==> config.mk <==
export PLATFORM = sky130hd
export DESIGN_NAME = demultiplexor_1_3_16b
export DESIGN_NICKNAME = d
export VERILOG_FILES = /design/src/rtl/demultiplexor_1_3_16b.sv
export SDC_FILE = /design/constraint.sdc
export NUM_CORES = 1
export LEC_CHECK = 0
export CAP_MARGIN = 20
export CORE_MARGIN = 3
export CORE_UTILIZATION = 40
export CTS_BUF_LIST = sky130_fd_sc_hd__clkbuf_4
export CTS_CLUSTER_DIAMETER = 50
export DETAILED_ROUTE_END_ITERATION = 8
export GPL_TIMING_DRIVEN = 0
export HOLD_SLACK_MARGIN = 0.1
export PLACE_DENSITY = 0.79
export SETUP_SLACK_MARGIN = 0.5
export SYNTH_ARGS = -nofsm -noshare
export SYNTH_HDL_FRONTEND = slang
export SYNTH_SLANG_ARGS = --single-unit
export TNS_END_PERCENT = 1
==> constraint.sdc <==
create_clock -name clk -period 6.84 [get_ports clk]
set_input_delay 1.368 -clock clk [delete_from_list [all_inputs] [get_ports clk]]
set_output_delay 1.368 -clock clk [all_outputs]
set_load 0.005 [all_outputs]
==> src/rtl/demultiplexor_1_3_16b.sv <==
// demultiplexor_1_3_16b: routes a 16-bit word to one of three one-entry channel buffers or discards it
// Ports:
//   clk, reset             rising-edge clock, asynchronous active-high reset
//   Data_In, Selector      word and destination (0..2 -> channel 1..3, 3 -> discard)
//   Enable, In_Valid       routing permission and input qualifier
//   In_Ready               combinational accept indication
//   OUT1..3, Valid1..3     registered channel data and occupancy
//   Ready1..3              per-channel consumer take strobes
//   Busy                   any channel occupied
//   Drop_Count             saturating discard counter, only with DEMUX_DROP_COUNT_EN defined
module demultiplexor_1_3_16b (
    input  logic        clk,
    input  logic        reset,
    input  logic [15:0] Data_In,
    input  logic [1:0]  Selector,
    input  logic        Enable,
    input  logic        In_Valid,
    output logic        In_Ready,
    output logic [15:0] OUT1,
    output logic [15:0] OUT2,
    output logic [15:0] OUT3,
    output logic        Valid1,
    output logic        Valid2,
    output logic        Valid3,
    input  logic        Ready1,
    input  logic        Ready2,
    input  logic        Ready3,
    output logic        Busy
`ifdef DEMUX_DROP_COUNT_EN
    ,
    output logic [7:0]  Drop_Count
`endif
);
    logic [2:0]  valid_q, valid_d, rdy;
    logic [15:0] out_q [3];
    logic [15:0] out_d [3];
    logic [3:0]  acc, slot_free;
    assign rdy = {Ready3, Ready2, Ready1};
    // Slot 3 (discard) can always take a word; a full channel frees up when drained this cycle
    assign slot_free = {1'b1, ~valid_q | rdy};
    assign In_Ready = !reset && Enable && slot_free[Selector];
    always_comb begin
        valid_d = valid_q;
        out_d = out_q;
        acc = (In_Valid && In_Ready) ? 4'b0001 << Selector : 4'b0000;
        for (int k = 0; k < 3; k++) begin
            valid_d[k] = acc[k] | (valid_q[k] & ~rdy[k]);
            out_d[k] = acc[k] ? Data_In : out_q[k];
        end
    end
    always_ff @(posedge clk or posedge reset) begin
        if (reset) begin
            valid_q <= '0;
            out_q <= '{default: '0};
        end else begin
            valid_q <= valid_d;
            out_q <= out_d;
        end
    end
    assign OUT1 = out_q[0];
    assign OUT2 = out_q[1];
    assign OUT3 = out_q[2];
    assign Valid1 = valid_q[0];
    assign Valid2 = valid_q[1];
    assign Valid3 = valid_q[2];
    assign Busy = |valid_q;
`ifdef DEMUX_DROP_COUNT_EN
    logic [7:0] drop_q, drop_d;
    always_comb begin
        drop_d = (acc[3] && drop_q != 8'hFF) ? drop_q + 8'd1 : drop_q;
    end
    always_ff @(posedge clk or posedge reset) begin
        if (reset) begin
            drop_q <= '0;
        end else begin
            drop_q <= drop_d;
        end
    end
    assign Drop_Count = drop_q;
`endif
endmodule

**After elaboration in Yosys (flattened, before gate mapping)**

Cells that the tools add are included.

- Flip-flop bits (word level): 51
- Latch bits: 0
- RAM bits: 0
- ROM bits: 0
- Output and inout port bits: 53
- Word-level logic and storage cells: 25
- Memories kept: 0

- $add $sub $neg: 0
- Multiply operators: 0
- Divide/modulo/power cells: 0
- $lt $le $gt $ge: 1
- Equality and inequality tests: 0
- Shift-type cells: 1
- Multiplexer cells: 3
- Bitwise operators: 11
- Reductions and logical operators: 5

Operator list:

| cell | number |
|---|---|
| AND 1 bit | 3 |
| logical AND 1 bit | 3 |
| less-than comparator 2 x 3 -> 1 bit, second input constant | 1 |
| two-way mux 3 bit | 1 |
| inverter 1 bit | 3 |
| inverter 3 bit | 1 |
| bitwise OR 1 bit | 3 |
| bitwise OR 3 bit | 1 |
| OR reduction 3 bit | 1 |
| << shifter 1 x 2 -> 3 bit, first input constant | 1 |
| binary-select mux 1 bit (select 2 bit) | 1 |
| logical NOT 1 bit | 1 |
| two-way mux 1 bit | 1 |

**Logic depth before layout (Yosys ltp)**

- Word-level depth: 8
- Mapped depth: 5

**Least setup slack after synthesis**

Ideal clock, no wire load.

- Path type: input port to output port
- From: in reset
- To: out In_Ready
- Arrival time: 2799 ps
- Data required time: 5472 ps
- Slack: 2673 ps
- Stages on the path: 2
- Cell sequence: inv_1 > o2111a_1

- Longest elaborated chain between the ends: 3

RTL lines:

| item | RTL line | source |
|---|---|---|
| from (decl) | 13 | `input logic reset,` |
| logical NOT 1 bit (no source line) | -- |  |
| logical AND 1 bit (2 in series) | 41 | `assign In_Ready = !reset && Enable && slot_free[Selector];` |
| to (decl) | 18 | `output logic In_Ready,` |

No other way between the ends.

**Final worst setup path**

- From: in Selector[0]
- To: out In_Ready

- Longest elaborated chain between the ends: 3

RTL lines:

| item | RTL line | source |
|---|---|---|
| from (decl) | 15 | `input logic [1:0] Selector,` |
| binary-select mux 1 bit (select 2 bit) | 41 |  |
| two-way mux 1 bit (implied by the code) | 41 |  |
| logical AND 1 bit | 41 |  |

No other way between the ends. The select of a mux whose other input is x is not followed.

==> reports/summary.txt <==
Maximum Capacitance Violations - 0
routed via count - 1274
Slew Limit Fails - 0
register area - 1280 µm²
Fin. Hold Viols - 0
LEAKAGE - 0.00131 µW
crit-path most repeated cell - clkdlybuf4s50_1
layout cell share with drive strength beyond 1 - 0.324
CP delay by family, top - buffers and inverters
max_slew headroom - 0.535
Power Dens Cells - 263 nW/µm²
Post-CTS Hold Buffers - 0
Worst Setup Start Kind - input pin
post-route ant nets - 0
Mapped Area - 2050 µm²
most common library cells after synthesis - dfrtp_1, mux2_2, mux2_4
I/O pins - 78
simple-gate share of the synthesized area - 0.0647
final setup vio count - 0
total clock sinks - 51
initial DRC count - 42
largest family of logic cells by synthesized area - multiplexers
multi-input logic area - 728 µm²
min Tclk post-route - 4.29 ns
Worst R2R End - OUT3[6]$_DFFE_PP0P_
hpwl dp - 3510 µm
Max Root-Sink Buffers - 2
GRT met2 Usage - 0.291
setup TNS - 0 ns
Hold EP - OUT1[2]$_DFFE_PP0P_
GR peak layer - met2
CP max-delay cell - clkdlybuf4s50_1
Ant. Diodes - 0
Placed Area - 2920 µm²
die outline height - 77.6 µm
max incr delay on CP - 0.65 ns
Final Cell Area - 2970 µm²
Peak Freq - 0.233 GHz
Synth Warn # - 0
Worst Path Max Fanout - 5
unrepaired setup endpoints after global routing - false
multiplexer share of the synthesized area - 0.285
async set-reset flop share out of synthesis - 1.00
Worst Hold Slack - 0.521 ns
WHS Path Cells - 1
clk slew on worst S/H paths - 0.13 ns
Final period util - 0.627
first-pass GRT wire length - 7760 µm
Initial Util - 0.423
die area - 6020 µm²
Pre-antenna DRT Iters - 3
min-delay src - OUT1[2]$_DFFE_PP0P_
Skew-Pair Late Insertion Delay - 0.36 ns
Vias/cell - 4.70
met1 usage - 0.193
post-synthesis average cell area - 17.2 µm²
status - completed
GR Layer Usage met3 - 0.0626
grt ovf - 0
Placer Congestion - 0.740
FP Rows - 25
Setup crit end kind - primary output
Final #Nets - 229
CTS tree - done
Buffers & Inverters on Critical Path - 2
Hold Path Class - register to register
WP data required - 5.47 ns
register bit total from synthesis - 51
Setup CP Type - input pin to primary output
Die Wd - 77.6 µm
Worst Clk Skew - 0.0216 ns
syn_nets - 144
FILL cells - 371
CTS root buf - clkbuf_4
PostCTS Resize Cnt - 0
biggest area consumer among synthesized cells - dfrtp_1
Synth top area share - 0.623
top_reg_cell synth - dfrtp_1
largest net degree at the start of global routing - 37
Post-Synth XOR/XNOR Area - 0
area grow syn2layout - 44.9%
Post-CTS Setup Inserts - 0
antenna violations before repair - 0
post-synthesis compound-gate area fraction - 0.00549
post-synth cell types - 20
worst reg2reg path depth - 4
CP arrival - 2.92 ns
Worst Tran Pin Value - 0.693 ns
number of synthesized flops with an enable pin - 0
port bufs - 77
Num CTS Buffers - 5
core area - 4850 µm²
GR Util All Layers - 0.166
post-synthesis adder-cell area fraction - 0
WL final - 4630 µm
Wirelength per Cell - 17.1 µm
VDD IR max - 0.000178 V
R2R Setup Slk - 4.72 ns
DRC viols - 0
vias in the first global route - 1463
sequential cell area fraction in the yosys report - 0.623
Cells after Synth - 119
ranking of synthesized cells by area - dfrtp_1, mux2_2, mux2_4
CP cell instances - clkdlybuf4s50_1, mux2i_1, o2111a_1, clkdlybuf4s50_1
H-tree depth - 2
reg2reg start - valid_q[2]$_DFF_PP0_
leading cell type by number of instances after synthesis - dfrtp_1
[stage by stage]
stage / utilization / total power, µW / setup WS, ns / instances
after floorplan: - / 488 / 2.67 / 119
after global placement: 0.599 / 654 / 1.41 / 263
after detailed placement: 0.603 / 667 / 2.56 / 264
after CTS: 0.613 / 791 / 2.54 / 271
after global routing: 0.613 / 828 / 2.50 / 271
final: 0.613 / 780 / 2.55 / 271
[how the worst max path moves through the flow]
stage / from / to / cells after the start
2_1_floorplan: reset / In_Ready / 2
3_3_place_gp: reset / In_Ready / 4
3_5_place_dp: Selector[0] / In_Ready / 4
4_1_cts: Selector[0] / In_Ready / 4
5_1_grt: reset / In_Ready / 4
6_report: Selector[0] / In_Ready / 4
[final cells by class]
type	instances	area share
clock buffer	5	0.0126
sequential	51	0.430
tap	67	0.0282
multi-input combinational	63	0.245
timing repair buffer	78	0.266
clock inverter	2	0.00295
buffer	4	0.0139
inverter	1	0.00126
[layout by cell type (no fill, tap or decap), types with 2 or more instances in the layout]
cell	n
mux2_4	9
clkdlybuf4s50_1	77
clkbuf_4	5
or2_2	2
buf_2	2
buf_12	2
mux2_2	39
dfrtp_1	51
nor2b_1	2
[sequential cells by signal, indices dropped and copies added, names as in the netlist]
| register | count |
|---|---|
| OUT1 | 16 |
| OUT2 | 16 |
| OUT3 | 16 |
| valid_q | 3 |
[metal layers]
metal,wire length [µm],vias to the layer above,share of wire
met5,0,-,0
met3,404,5,0.087
met1,1810,625,0.39
li1,-,590,-
met2,2350,54,0.51
met4,61,0,0.013
[power breakdown]
| part | switching [µW] | total, µW | leakage, µW | internal [µW] |
|---|---|---|---|---|
| Combinational | 70.2 | 253 | 0.000651 | 183 |
| Clock | 86.0 | 123 | 0.0000285 | 36.6 |
| Sequential | 36.3 | 404 | 0.000630 | 368 |
[kinds of logic after synthesis]
group	after synthesis
buffers and inverters	5
AO/OA/AOI/OAI	1
flip-flops	51
multiplexers	49
AND/OR/NAND/NOR	13
Note: power is estimated with default switching activity, not from simulation.
